**config.mk**
```make
export PLATFORM = sky130hd
export DESIGN_NAME = usb_sie_tx
export DESIGN_NICKNAME = d
export VERILOG_FILES = /design/src/rtl/usb_sie_tx.sv
export SDC_FILE = /design/constraint.sdc
export NUM_CORES = 1
export LEC_CHECK = 0
export ABC_AREA = 1
export ABC_CLOCK_PERIOD_IN_PS = 2600
export BUFFER_PORTS_ARGS = -buffer_cell sky130_fd_sc_hd__clkbuf_2
export CAP_MARGIN = 15
export CORE_ASPECT_RATIO = 0.75
export CORE_MARGIN = 1.5
export CORE_UTILIZATION = 50
export CTS_BUF_LIST = sky130_fd_sc_hd__clkbuf_8
export CTS_CLUSTER_DIAMETER = 80
export DETAILED_ROUTE_END_ITERATION = 8
export MAX_ROUTING_LAYER = met4
export PLACE_DENSITY = 0.7
export RECOVER_POWER = 100
export SETUP_SLACK_MARGIN = 0.4
export SLEW_MARGIN = 10
export SYNTH_ARGS = -nofsm -noshare
export SYNTH_HDL_FRONTEND = slang
export SYNTH_SLANG_ARGS = --single-unit
```
**constraint.sdc**
```tcl
create_clock -name clk_i -period 2.6 [get_ports clk_i]
set_input_delay 0.52 -clock clk_i [delete_from_list [all_inputs] [get_ports clk_i]]
set_output_delay 0.52 -clock clk_i [all_outputs]
set_load 0.1 [all_outputs]
```
**src/rtl/usb_sie_tx.sv**
```systemverilog
// Transmit half of the USB low-speed SIE: frames PID, payload and CRC16 onto the
// transceiver byte port.
module usb_sie_tx #(
    parameter int unsigned MaxPayload = 8
) (
    input  logic       clk_i,
    input  logic       reset_ni,
    input  logic       req_valid_i,
    output logic       req_ready_o,
    input  logic [3:0] req_pid_i,
    input  logic [3:0] req_len_i,
    input  logic [7:0] pl_data_i,
    input  logic       pl_valid_i,
    output logic       pl_ready_o,
    output logic [7:0] tx_data_o,
    output logic       tx_valid_o,
    input  logic       tx_ready_i,
    output logic       err_o
);

    localparam logic [3:0] PidAck   = 4'b0010;
    localparam logic [3:0] PidNak   = 4'b1010;
    localparam logic [3:0] PidStall = 4'b1110;
    localparam logic [3:0] PidData0 = 4'b0011;
    localparam logic [3:0] PidData1 = 4'b1011;
    localparam logic [3:0] MaxLen   = 4'(MaxPayload);

    typedef enum logic [2:0] {StIdle, StPid, StData, StCrcLo, StCrcHi, StEop} state_e;

    state_e      state_q, state_d;
    logic [3:0]  pid_q, pid_d;
    logic [3:0]  cnt_q, cnt_d;    // payload bytes still to be fetched
    logic [15:0] crc_q, crc_d;
    logic [7:0]  tx_data_q, tx_data_d;
    logic        err_q, err_d;

    logic req_is_data, req_is_hs, req_ok, pid_is_data, fetch;

    // Reflected CRC16 (poly 0x8005 -> 0xA001), one byte, LSB first.
    function automatic logic [15:0] crc16_byte(input logic [15:0] crc, input logic [7:0] data);
        logic [15:0] c;
        c = crc;
        for (int i = 0; i < 8; i++) begin
            if (c[0] ^ data[i]) c = (c >> 1) ^ 16'hA001;
            else                c = c >> 1;
        end
        return c;
    endfunction

    assign req_is_data = (req_pid_i == PidData0) || (req_pid_i == PidData1);
    assign req_is_hs   = (req_pid_i == PidAck) || (req_pid_i == PidNak) ||
                         (req_pid_i == PidStall);
    assign req_ok      = req_is_hs || (req_is_data && (req_len_i <= MaxLen));
    assign pid_is_data = (pid_q == PidData0) || (pid_q == PidData1);

    // Next-state, datapath and handshake outputs.
    always_comb begin
        state_d     = state_q;
        pid_d       = pid_q;
        cnt_d       = cnt_q;
        crc_d       = crc_q;
        tx_data_d   = tx_data_q;
        err_d       = 1'b0;
        req_ready_o = 1'b0;
        pl_ready_o  = 1'b0;
        tx_valid_o  = 1'b0;
        fetch       = 1'b0;
        case (state_q)
            StIdle: begin
                req_ready_o = 1'b1;
                if (req_valid_i) begin
                    pid_d = req_pid_i;
                    cnt_d = req_is_data ? req_len_i : 4'd0;
                    crc_d = 16'hFFFF;
                    if (req_ok) begin
                        state_d   = StPid;
                        tx_data_d = {~req_pid_i, req_pid_i};
                    end else begin
                        err_d = 1'b1;
                    end
                end
            end
            StPid: begin
                tx_valid_o = 1'b1;
                if (tx_ready_i) begin
                    if (!pid_is_data) begin
                        state_d = StEop;
                    end else if (cnt_q == 4'd0) begin
                        state_d   = StCrcLo;
                        tx_data_d = ~crc_q[7:0];
                    end else begin
                        fetch = 1'b1;
                    end
                end
            end
            StData: begin
                tx_valid_o = 1'b1;
                if (tx_ready_i) begin
                    if (cnt_q == 4'd0) begin
                        state_d   = StCrcLo;
                        tx_data_d = ~crc_q[7:0];
                    end else begin
                        fetch = 1'b1;
                    end
                end
            end
            StCrcLo: begin
                tx_valid_o = 1'b1;
                if (tx_ready_i) begin
                    state_d   = StCrcHi;
                    tx_data_d = ~crc_q[15:8];
                end
            end
            StCrcHi: begin
                tx_valid_o = 1'b1;
                if (tx_ready_i) state_d = StEop;
            end
            StEop:   state_d = StIdle;
            default: state_d = StIdle;
        endcase

        // Payload is pulled in the same cycle the previous byte is taken; a missing byte
        // truncates the packet and the host rejects it on CRC.
        if (fetch) begin
            pl_ready_o = 1'b1;
            if (pl_valid_i) begin
                state_d   = StData;
                tx_data_d = pl_data_i;
                crc_d     = crc16_byte(crc_q, pl_data_i);
                cnt_d     = cnt_q - 4'd1;
            end else begin
                state_d = StEop;
                err_d   = 1'b1;
            end
        end
    end

    // State and datapath registers with synchronous active-low reset.
    always_ff @(posedge clk_i) begin
        if (!reset_ni) begin
            state_q   <= StIdle;
            pid_q     <= 4'd0;
            cnt_q     <= 4'd0;
            crc_q     <= 16'hFFFF;
            tx_data_q <= 8'h00;
            err_q     <= 1'b0;
        end else begin
            state_q   <= state_d;
            pid_q     <= pid_d;
            cnt_q     <= cnt_d;
            crc_q     <= crc_d;
            tx_data_q <= tx_data_d;
            err_q     <= err_d;
        end
    end

    assign tx_data_o = tx_data_q;
    assign err_o     = err_q;

endmodule

```
==> metrics.md, run 1 <==
| Metric | Value |
|---|---|
| Row count | 22 |
| Hold Path Class | in2reg |
| Crit-path max FO | 9 |
| Worst R2R End | tx_data_o[0]$_SDFF_PN0_ |
| CP Capture Type | output port |
| Clock skew | 0.00779 ns |
| F_max | 441 MHz |
| DRT iter0 DRCs | 244 |
| Cells on Worst Hold Path | 3 |
| Post-synth ARST share | 0 |
| Drt total wl | 7.06 mm |
| Final Max Tran Viols | 0 |
| Min Tclk post-route | 2.27 ns |
| Die area | 5720 um^2 |
| Flop and latch count out of synthesis | 35 |
| Post-DP HPWL | 5.23 mm |
| First-pass GRT wire length | 11.9 mm |
| Core Box Area | 4980 um^2 |
| Post-synthesis net count | 450 |
| Syn Inst Count | 428 |
| Maximum VDD drop | 0.480 mV |
| Initial Util | 0.529 |
| Clock root cell | clkbuf_8 |
| Hold EP | pid_q[1]$_SDFFE_PN0P_ |
| Worst Max-Slew Pin Slew | 1.17 ns |
| CP Data Required Time | 2.08 ns |
| Mean post-synth cell area | 6.16 um^2 |
| I/O Buffers | 32 |
| CTS clk-pin slew, worst paths | 0.08 ns |
| Synth unique cells | 37 |
| Die Wd | 86.9 um |
| Fin Hold WS | 0.491 ns |
| Arr. time, crit path | 1.75 ns |
| Status | complete, no violations |
| Yosys warnings | 0 |
| Setup Viol. Count Final | 0 |
| CTS Buf Count | 5 |
| Routed vias | 2810 |
| Initial antenna violation count | 0 |
| Pin count of the biggest net entering global routing | 38 |
| Crit share post-route | 0.872 |
| Placer congestion estimate | 0.836 |
| CTS Buffer Depth | 2 |
| Htree depth | 2 |
| Max-Cap Viols | 0 |
| Height of the die | 65.9 um |
| Worst-skew pair later-pin latency | 0.30 ns |
| Fin cells | 529 |
| Slew margin rel. | 0.224 |
| Hold Vio Cnt, Final | 0 |
| Io pins | 33 |
| Setup_tns | 0 ns |
| Post-synthesis sequential area ratio | 0.266 |
| Nets | 478 |
| Share of layout cells above drive strength 1 | 0.114 |
| Synthesis-to-finish area growth | 9.20% |
| Power per cell area | 1010 nW/um^2 |
| Top FF cell, synth | dfxtp_1 |
| Placed Instances | 520 |
| Vias/cell | 5.31 |
| Grt ovf | 0 |
| Critical Path Start Type | flop |
| RSZ-0062 raised after global routing | yes |
| Reg-to-reg slack, setup | 0.66 ns |
| LEAKAGE | 1.45 nW |
| Drt wl/cell | 13.3 um |
| Vias in the first global route | 2529 |
| Post-route cell area | 2880 um^2 |
| Worst r2r src | cnt_q[0]$_SDFF_PN0_ |
| Worst hold start | req_pid_i[1] |
| Post-Syn Area | 2640 um^2 |
| CTS tree | built |
| R2R cell count | 11 |
| Initial DRT Pass Iterations | 5 |
| Clock net sink count | 35 |
| All-Layer GR Usage | 0.274 |
| Placed Area | 2800 um^2 |
| Remaining DRCs | 0 |
| Routed Antenna Nets | 0 |
| Tot Pwr | 2.90 mW |
| Hold-fix buffers, CTS | 0 |
| # diodes | 0 |
| EDFF count, synth | 0 |
| Setup CP Type | reg2out |
-- critical path, stage by stage, from the launching register on --
cell        delay, ns
dfxtp_1          0.37
nor2_1           0.21
nand2_1          0.19
clkinvlp_4       0.20
clkbuf_2         0.48
-- metrics by stage --
step,util,setup slack (ns)
after global placement,0.562,0.387
after detailed placement,0.562,0.369
after CTS,0.584,0.324
final,0.578,0.334
after floorplan,-,0.402
after global routing,0.578,0.242
-- cell families (layout without fill, tap and decap cells) --
group	Yosys count	in the layout	share of synthesized area
compound gates	103	103	0.224
xor+xnor	9	9	0.0299
fa+ha+maj	1	1	0.00474
buf+inv	72	101	0.124
flops	35	35	0.266
simple gates	208	208	0.352
-- state kept, by name, indices dropped and copies added, names as in the netlist --
name,count
crc_q,16
pid_q,3
state_q,3
err_o,1
tx_data_o,8
cnt_q,4
-- cells in the mapped netlist (6+ instances only) --
master / n / area share
dfxtp_1: 35 / 0.27
o21ai_0: 51 / 0.097
nand2_1: 137 / 0.19
nor2_1: 29 / 0.041
o21a_1: 6 / 0.017
nand3_1: 21 / 0.040
a21oi_1: 24 / 0.046
o211ai_1: 7 / 0.020
inv_1: 53 / 0.075
-- layout by cell type (no fill, tap or decap), types with 3 or more instances in the layout --
cell / netlist / layout
o21a_1: 6 / 6
dfxtp_1: 35 / 34
nor2_1: 29 / 30
a21oi_1: 24 / 24
clkbuf_8: 0 / 5
buf_4: 0 / 3
inv_1: 53 / 54
o21ai_0: 51 / 55
xnor2_1: 4 / 4
clkbuf_1: 2 / 9
o211ai_1: 7 / 7
o22ai_1: 4 / 6
nand2_1: 137 / 138
clkbuf_2: 0 / 22
nand4_1: 5 / 5
nand3_1: 21 / 21
xor2_1: 5 / 5
-- layout make-up --
cell class	instances	area (um^2)
Sequential cell	35	704
Timing Repair Buffer	35	178
Inverter	58	226
Tap cell	72	90.1
Fill cell	505	2100
Multi-Input combinational cell	321	1590
Clock buffer	5	68.8
Clock inverter	3	25.0
-- report_power, final --
group | leakage [nW] | switching, mW | internal (mW)
sequential | 0.286 | 0.136 | 0.648
combinational | 1.12 | 1.32 | 0.387
clock | 0.0443 | 0.224 | 0.191
total | 1.45 | 1.68 | 1.23
-- layer usage --
layer  vias up  global-route usage  wire length, um
li1       1437                   -                -
met1      1258               0.402             3420
met2       109               0.387             3000
met3         6              0.0437              594
met4         0              0.0746               42
met5         -                   -                0
-- how the worst max path moves through the flow --
| stage | startpoint | endpoint | cells past startpoint |
|---|---|---|---|
| 2_1_floorplan | state_q[2]$_SDFFE_PN0P_ | state_q[0]$_SDFFE_PN0P_ | 8 |
| 3_3_place_gp | state_q[2]$_SDFFE_PN0P_ | req_ready_o | 4 |
| 3_5_place_dp | state_q[2]$_SDFFE_PN0P_ | req_ready_o | 4 |
| 4_1_cts | state_q[2]$_SDFFE_PN0P_ | req_ready_o | 4 |
| 5_1_grt | state_q[1]$_SDFFE_PN0P_ | req_ready_o | 4 |
| 6_report | state_q[1]$_SDFFE_PN0P_ | req_ready_o | 4 |
-- timing repair --
action / CTS / global route
pin swaps: 1 / 0
buffers inserted: 1 / 0
setup endpoints to repair: 3 / 2
gates resized for setup: 4 / 5
Note: power is estimated with default switching activity, not from simulation.
==> run 2, diff against run 1 <==
--- a/config.mk
+++ b/config.mk
@@ -6,17 +6,18 @@
 export NUM_CORES = 1
 export LEC_CHECK = 0
 export ABC_AREA = 1
-export ABC_CLOCK_PERIOD_IN_PS = 2600
+export ABC_CLOCK_PERIOD_IN_PS = 2000
 export BUFFER_PORTS_ARGS = -buffer_cell sky130_fd_sc_hd__clkbuf_2
 export CAP_MARGIN = 15
 export CORE_ASPECT_RATIO = 0.75
 export CORE_MARGIN = 1.5
 export CORE_UTILIZATION = 50
-export CTS_BUF_LIST = sky130_fd_sc_hd__clkbuf_8
+export CTS_BUF_LIST = sky130_fd_sc_hd__clkbuf_4
 export CTS_CLUSTER_DIAMETER = 80
 export DETAILED_ROUTE_END_ITERATION = 8
+export GPL_TIMING_DRIVEN = 0
 export MAX_ROUTING_LAYER = met4
-export PLACE_DENSITY = 0.7
+export PLACE_DENSITY = 0.73
 export RECOVER_POWER = 100
 export SETUP_SLACK_MARGIN = 0.4
 export SLEW_MARGIN = 10
==> constraint.sdc (replaced) <==
create_clock -name clk_i -period 2 [get_ports clk_i]
set_input_delay 0.4 -clock clk_i [delete_from_list [all_inputs] [get_ports clk_i]]
set_output_delay 0.4 -clock clk_i [all_outputs]
set_load 0.1 [all_outputs]
==> run 2 against run 1 <==
Register-to-register slack worse by 0.60 ns. Final cell count is 5.9% higher. Largest power group unchanged. Global-route usage up 4.5 points. Combinational power increased by 82%. Critical path type is now reg2reg. Routed wire length increased by 21%.
==> metrics.md, run 2 (synthesized netlist as in run 1, its figures left out) <==
| Metric | Value |
|---|---|
| Reg-to-reg slack, setup | 0.06 ns (-0.60 ns) |
| Routed Antenna Nets | 0 (unchanged) |
| Commonest non-fill, non-tap cells in the layout | 133 x nand2_1, 48 x inv_1, 31 x o21ai_0 |
| Setup Viol. Count Final | 0 (unchanged) |
| Critical Path Start Type | flop |
| CTS tree | built |
| I/O Buffers | 32 (unchanged) |
| Worst path max stage delay | 0.39 ns (-0.09 ns) |
| CTS Buffer Depth | 2 (unchanged) |
| Min Tclk post-route | 1.94 ns |
| Row count | 22 (unchanged) |
| Worst r2r src | state_q[2]$_SDFFE_PN0P_ |
| Hold Path Class | in2reg |
| Die area | 5720 um^2 (unchanged) |
| Routed vias | 3108 (+11%) |
| Io pins | 33 (unchanged) |
| Fin Hold WS | 0.305 ns (-0.186 ns) |
| Height of the die | 65.9 um (unchanged) |
| Critical path's top delay family | simple AND/OR/NAND/NOR gates |
| Hold Vio Cnt, Final | 0 (unchanged) |
| CTS clk-pin slew, worst paths | 0.13 ns (+0.05 ns) |
| All-Layer GR Usage | 0.320 (+0.0453) |
| Vias in the first global route | 2833 (+12%) |
| Pin count of the biggest net entering global routing | 13 (-66%) |
| Power per cell area | 1310 nW/um^2 (+30%) |
| Worst path buffer plus inverter count | 4 (+2) |
| CP Depth | 12 (+8) |
| Nets | 509 (+6.5%) |
| Placer congestion estimate | 0.928 (+11%) |
| F_max | 515 MHz |
| Hold-fix buffers, CTS | 0 (unchanged) |
| Drt total wl | 8.54 mm (+21%) |
| Setup ws final | 0.0575 ns (-0.276 ns) |
| Slowest CP cell | dfxtp_4 |
| CTS Buf Count | 5 (unchanged) |
| Worst hold start | req_pid_i[2] |
| Max reg flops | 16 (unchanged) |
| Max-Cap Viols | 0 (unchanged) |
| Register name with the most flops | crc_q |
| Htree depth | 2 (unchanged) |
| First-pass GRT wire length | 13.8 mm (+16%) |
| DRT iter0 DRCs | 321 (+32%) |
| CP Capture Type | flop |
| Maximum VDD drop | 0.725 mV (+51%) |
| Drt wl/cell | 15.2 um (+14%) |
| Final Max Tran Viols | 0 (unchanged) |
| Initial Util | 0.529 (unchanged) |
| LEAKAGE | 1.70 nW (+18%) |
| Remaining DRCs | 0 (unchanged) |
| Cells on Worst Hold Path | 3 (unchanged) |
| Placed Instances | 532 (+2.3%) |
| Tot Pwr | 4.57 mW (+57%) |
| Initial DRT Pass Iterations | 5 (unchanged) |
| Arr. time, crit path | 2.19 ns (+0.44 ns) |
| Worst-skew pair later-pin latency | 0.37 ns (+0.07 ns) |
| Core Box Area | 4980 um^2 (unchanged) |
| Post-DP HPWL | 5.71 mm (+9.2%) |
| CP Data Required Time | 2.25 ns (+0.17 ns) |
| Worst Max-Slew Pin Slew | 0.642 ns (-0.528 ns) |
| Util after Layout | 0.701 (+0.123) |
| Status | complete, no violations |
| Slew margin rel. | 0.568 (+0.344) |
| Clock skew | 0.0236 ns (+0.0158 ns) |
| Vias/cell | 5.55 (+4.5%) |
| Placed Area | 2960 um^2 (+5.7%) |
| Setup CP Type | reg2reg |
| R2R cell count | 12 (+1) |
| Initial antenna violation count | 0 (unchanged) |
| Hold EP | pid_q[2]$_SDFFE_PN0P_ |
| Fin cells | 560 (+5.9%) |
| Synthesis-to-finish area growth | 32.4% |
| Most common cell after layout, fill and taps aside | nand2_1 |
| Setup_tns | 0 ns (unchanged) |
| Clock root cell | clkbuf_4 |
| Post-route cell area | 3490 um^2 (+21%) |
| Grt ovf | 0 (unchanged) |
| Fill count | 432 (-14%) |
| Share of layout cells above drive strength 1 | 0.301 (+0.187) |
| RSZ-0062 raised after global routing | yes |
| Setup WS pre-CTS | 0.0678 ns (-0.301 ns) |
| CP cell instances | nor3_4, nand2_2, nand2_2, nand3_4, buf_6, buf_6, nor2_8, clkbuf_2, buf_8, nand2_1, o21ai_2, nand2_1 |
| Worst R2R End | crc_q[15]$_SDFF_PN1_ |
| Crit-path max FO | 6 (-3) |
| # diodes | 0 (unchanged) |
| Crit share post-route | 0.971 |
| Clock net sink count | 35 (unchanged) |
| Die Wd | 86.9 um (unchanged) |
-- run 2: worst reg2reg max path, delay by kind of cell, from the launching register on --
kind,cells,cell delay (ns)
flip-flops,1,0.39
buffers and inverters,4,0.61
AND/OR/NAND/NOR,7,0.78
AO/OA/AOI/OAI,1,0.05
-- run 2: power breakdown --
part,internal (mW),switching [mW],total [mW]
clock,0.135,0.293,0.428
sequential,0.866,0.177,1.04
combinational,1.05,2.05,3.10
total,2.05,2.52,4.57
-- run 2: worst max path at each step --
stage | to | startpoint
5_1_grt | crc_q[4]$_SDFF_PN1_ | state_q[2]$_SDFFE_PN0P_
3_5_place_dp | tx_valid_o | state_q[2]$_SDFFE_PN0P_
4_1_cts | pl_ready_o | state_q[0]$_SDFFE_PN0P_
6_report | crc_q[15]$_SDFF_PN1_ | state_q[2]$_SDFFE_PN0P_
3_3_place_gp | tx_valid_o | state_q[2]$_SDFFE_PN0P_
2_1_floorplan | state_q[2]$_SDFFE_PN0P_ | cnt_q[1]$_SDFF_PN0_
-- run 2: layer usage --
layer | wire (um) | vias to the layer above | share of wire | GRT usage
met5 | 0 | - | 0 | -
met4 | 176 | 0 | 0.021 | 0.0927
met3 | 672 | 27 | 0.079 | 0.0612
met2 | 3790 | 168 | 0.44 | 0.489
met1 | 3900 | 1405 | 0.46 | 0.430
li1 | - | 1508 | - | -
-- run 2: timing repair --
action,CTS,global route
setup endpoints to repair,38,36
buffers inserted,10,7
resized for setup,56,50
pin swaps,2,9
gates cloned,2,1
-- run 2: cell type report --
type / instances / area (um^2) / share of cell area
timing repair buffer: 51 / 428 / 0.122
timing repair inverter: 1 / 8.76 / 0.00251
clock buffer: 5 / 37.5 / 0.0107
multi-input combinational: 321 / 1810 / 0.519
clock inverter: 3 / 20.0 / 0.00573
buffer: 14 / 128 / 0.0365
tap: 72 / 90.1 / 0.0258
sequential: 35 / 727 / 0.208
inverter: 58 / 241 / 0.0691
==> run 3, diff against run 2 <==
--- a/config.mk
+++ b/config.mk
@@ -6,7 +6,7 @@
 export NUM_CORES = 1
 export LEC_CHECK = 0
 export ABC_AREA = 1
-export ABC_CLOCK_PERIOD_IN_PS = 2000
+export ABC_CLOCK_PERIOD_IN_PS = 2500
 export BUFFER_PORTS_ARGS = -buffer_cell sky130_fd_sc_hd__clkbuf_2
 export CAP_MARGIN = 15
 export CORE_ASPECT_RATIO = 0.75
@@ -17,7 +17,7 @@
 export DETAILED_ROUTE_END_ITERATION = 8
 export GPL_TIMING_DRIVEN = 0
 export MAX_ROUTING_LAYER = met4
-export PLACE_DENSITY = 0.73
+export PLACE_DENSITY = 0.7
 export RECOVER_POWER = 100
 export SETUP_SLACK_MARGIN = 0.4
 export SLEW_MARGIN = 10
==> constraint.sdc (replaced) <==
create_clock -name clk_i -period 2.5 [get_ports clk_i]
set_input_delay 0.5 -clock clk_i [delete_from_list [all_inputs] [get_ports clk_i]]
set_output_delay 0.5 -clock clk_i [all_outputs]
set_load 0.1 [all_outputs]
==> run 3 against run 2 <==
Flip-flop and latch count stayed put. Combinational power is 37% lower. Critical path type is now reg2out. Register-to-register slack improved by 0.37 ns. Via count shrank 6.4%. Clock skew fell by 0.0078 ns. Critical path depth fell by 8. Highest routed layer unchanged. Routed wire length decreased by 13%. Largest power group unchanged.
==> metrics.md, run 3 (synthesized netlist as in run 1, its figures left out) <==
| Metric | Value |
|---|---|
| Fin Hold WS | 0.421 ns (+0.116 ns) |
| Setup ws final | 0.215 ns (+0.157 ns) |
| CTS clk-pin slew, worst paths | 0.13 ns (about the same) |
| Maximum VDD drop | 0.458 mV (-37%) |
| Commonest non-fill, non-tap cells in the layout | 138 x nand2_1, 54 x o21ai_0, 53 x inv_1 |
| CP Data Required Time | 2.00 ns (-0.25 ns) |
| Initial Util | 0.529 (unchanged) |
| Height of the die | 65.9 um (unchanged) |
| Arr. time, crit path | 1.79 ns (-0.40 ns) |
| Setup WS pre-CTS | 0.445 ns (+0.377 ns) |
| Initial DRT Pass Iterations | 5 (unchanged) |
| Vias in the first global route | 2425 (-14%) |
| Vias/cell | 5.37 (-3.3%) |
| All-Layer GR Usage | 0.282 (-0.0376) |
| Synthesis-to-finish area growth | 12.2% |
| Post-route cell area | 2960 um^2 (-15%) |
| LEAKAGE | 1.49 nW (-13%) |
| Max reg flops | 16 (unchanged) |
| Slowest CP cell | clkbuf_2 |
| Grt ovf | 0 (unchanged) |
| Remaining DRCs | 0 (unchanged) |
| Critical Path Start Type | flop |
| CTS Buffer Depth | 2 (unchanged) |
| Drt wl/cell | 13.7 um (-10%) |
| Final Max Tran Viols | 0 (unchanged) |
| Routed vias | 2910 (-6.4%) |
| Post-DP HPWL | 5.63 mm (-1.3%) |
| First-pass GRT wire length | 12.1 mm (-12%) |
| Die area | 5720 um^2 (unchanged) |
| CP cell instances | nor2_1, nand2_1, clkinv_4, clkbuf_2 |
| Hold-fix buffers, CTS | 0 (unchanged) |
| Core Box Area | 4980 um^2 (unchanged) |
| Pin count of the biggest net entering global routing | 14 (+1) |
| Status | complete, no violations |
| Util after Layout | 0.594 (-0.107) |
| Min Tclk post-route | 2.29 ns |
| Placed Area | 2890 um^2 (-2.2%) |
| Power per cell area | 1040 nW/um^2 (-21%) |
| Hold Vio Cnt, Final | 0 (unchanged) |
| Area of the multi-input gates | 1580 um^2 (-13%) |
| RSZ-0062 raised after global routing | yes |
| Setup Viol. Count Final | 0 (unchanged) |
| Crit share post-route | 0.914 |
| Critical path's top delay family | buffers and inverters |
| Worst Max-Slew Pin Slew | 1.17 ns (+0.530 ns) |
| Io pins | 33 (unchanged) |
| Worst path max stage delay | 0.47 ns (+0.08 ns) |
| Nets | 491 (-3.5%) |
| # diodes | 0 (unchanged) |
| F_max | 438 MHz |
| Drt total wl | 7.43 mm (-13%) |
| Slew margin rel. | 0.222 (-0.346) |
| Max-Cap Viols | 0 (unchanged) |
| Initial antenna violation count | 0 (unchanged) |
| Fill count | 521 (+21%) |
| Routed Antenna Nets | 0 (unchanged) |
| Placer congestion estimate | 0.937 (+1.0%) |
| I/O Buffers | 32 (unchanged) |
| Worst-skew pair later-pin latency | 0.36 ns (about the same) |
| CTS Buf Count | 5 (unchanged) |
| Setup CP Type | reg2out |
| Hold Path Class | in2reg |
| Register name with the most flops | crc_q |
| Row count | 22 (unchanged) |
| Most common cell after layout, fill and taps aside | nand2_1 |
| CP Capture Type | output port |
| Register area | 703 um^2 (-3.3%) |
| Setup_tns | 0 ns (unchanged) |
| Clock skew | 0.0157 ns (-0.00782 ns) |
| Clock root cell | clkbuf_4 |
| Crit-path max FO | 9 (+3) |
| Worst path buffer plus inverter count | 2 (-2) |
| Htree depth | 2 (unchanged) |
| DRT iter0 DRCs | 236 (-26%) |
| Clock net sink count | 35 (unchanged) |
| CTS tree | built |
| Die Wd | 86.9 um (unchanged) |
| Share of layout cells above drive strength 1 | 0.132 (-0.169) |
==> run 3: area by class of cell <==
cell class	instances	share of cell area
clock inverter	3	0.00803
timing repair buffer	34	0.0651
tap	72	0.0304
sequential	35	0.238
buffer	14	0.0347
inverter	58	0.0769
multi-input combinational	321	0.535
clock buffer	5	0.0127
==> run 3: per-layer routing <==
layer / global-route usage / vias up / routed length [um]
met2: 0.392 / 118 / 3070
met5: - / - / 0
met1: 0.414 / 1314 / 3690
met3: 0.0524 / 9 / 608
met4: 0.0726 / 0 / 68
li1: - / 1469 / -
==> run 3: path summary, 6_finish.rpt <==
check	from	endpoint	slack [ns]	cells after the start
worst min-delay path	req_pid_i[1]	pid_q[1]$_SDFFE_PN0P_	0.42	3
worst max register to register	cnt_q[0]$_SDFF_PN0_	tx_data_o[0]$_SDFF_PN0_	0.43	11
worst min register to register	pid_q[1]$_SDFFE_PN0P_	pid_q[1]$_SDFFE_PN0P_	0.56	2
worst max-delay path	state_q[1]$_SDFFE_PN0P_	req_ready_o	0.21	4
==> run 3: power breakdown <==
group | switching, mW | leakage [nW] | internal (mW) | total [mW]
registers | 0.115 | 0.286 | 0.671 | 0.786
logic | 1.44 | 1.17 | 0.507 | 1.94
clock network | 0.229 | 0.0278 | 0.113 | 0.342
==> run 3: through the flow <==
step | cells | power [mW]
floorplan | 428 | 2.31
global route | 542 | 3.28
CTS | 541 | 3.13
global placement | 532 | 2.67
detailed placement | 532 | 2.68
finish | 542 | 3.07
==> run 3: worst register-to-register path: stages (launching register included) <==
cell	delay, ns
dfxtp_1	0.38
inv_1	0.06
ha_1	0.25
nand2_4	0.13
clkbuf_1	0.37
o21ai_0	0.18
o21ai_0	0.17
nand2_1	0.06
a21oi_1	0.13
nand3_1	0.08
nor2_1	0.12
nor2_1	0.05
==> run 3: repair_timing <==
action                     in CTS  in global routing
pin swaps                       1                  1
gates resized for setup        14                  5
setup buffers                   1                  1
setup endpoints to repair       3                  2
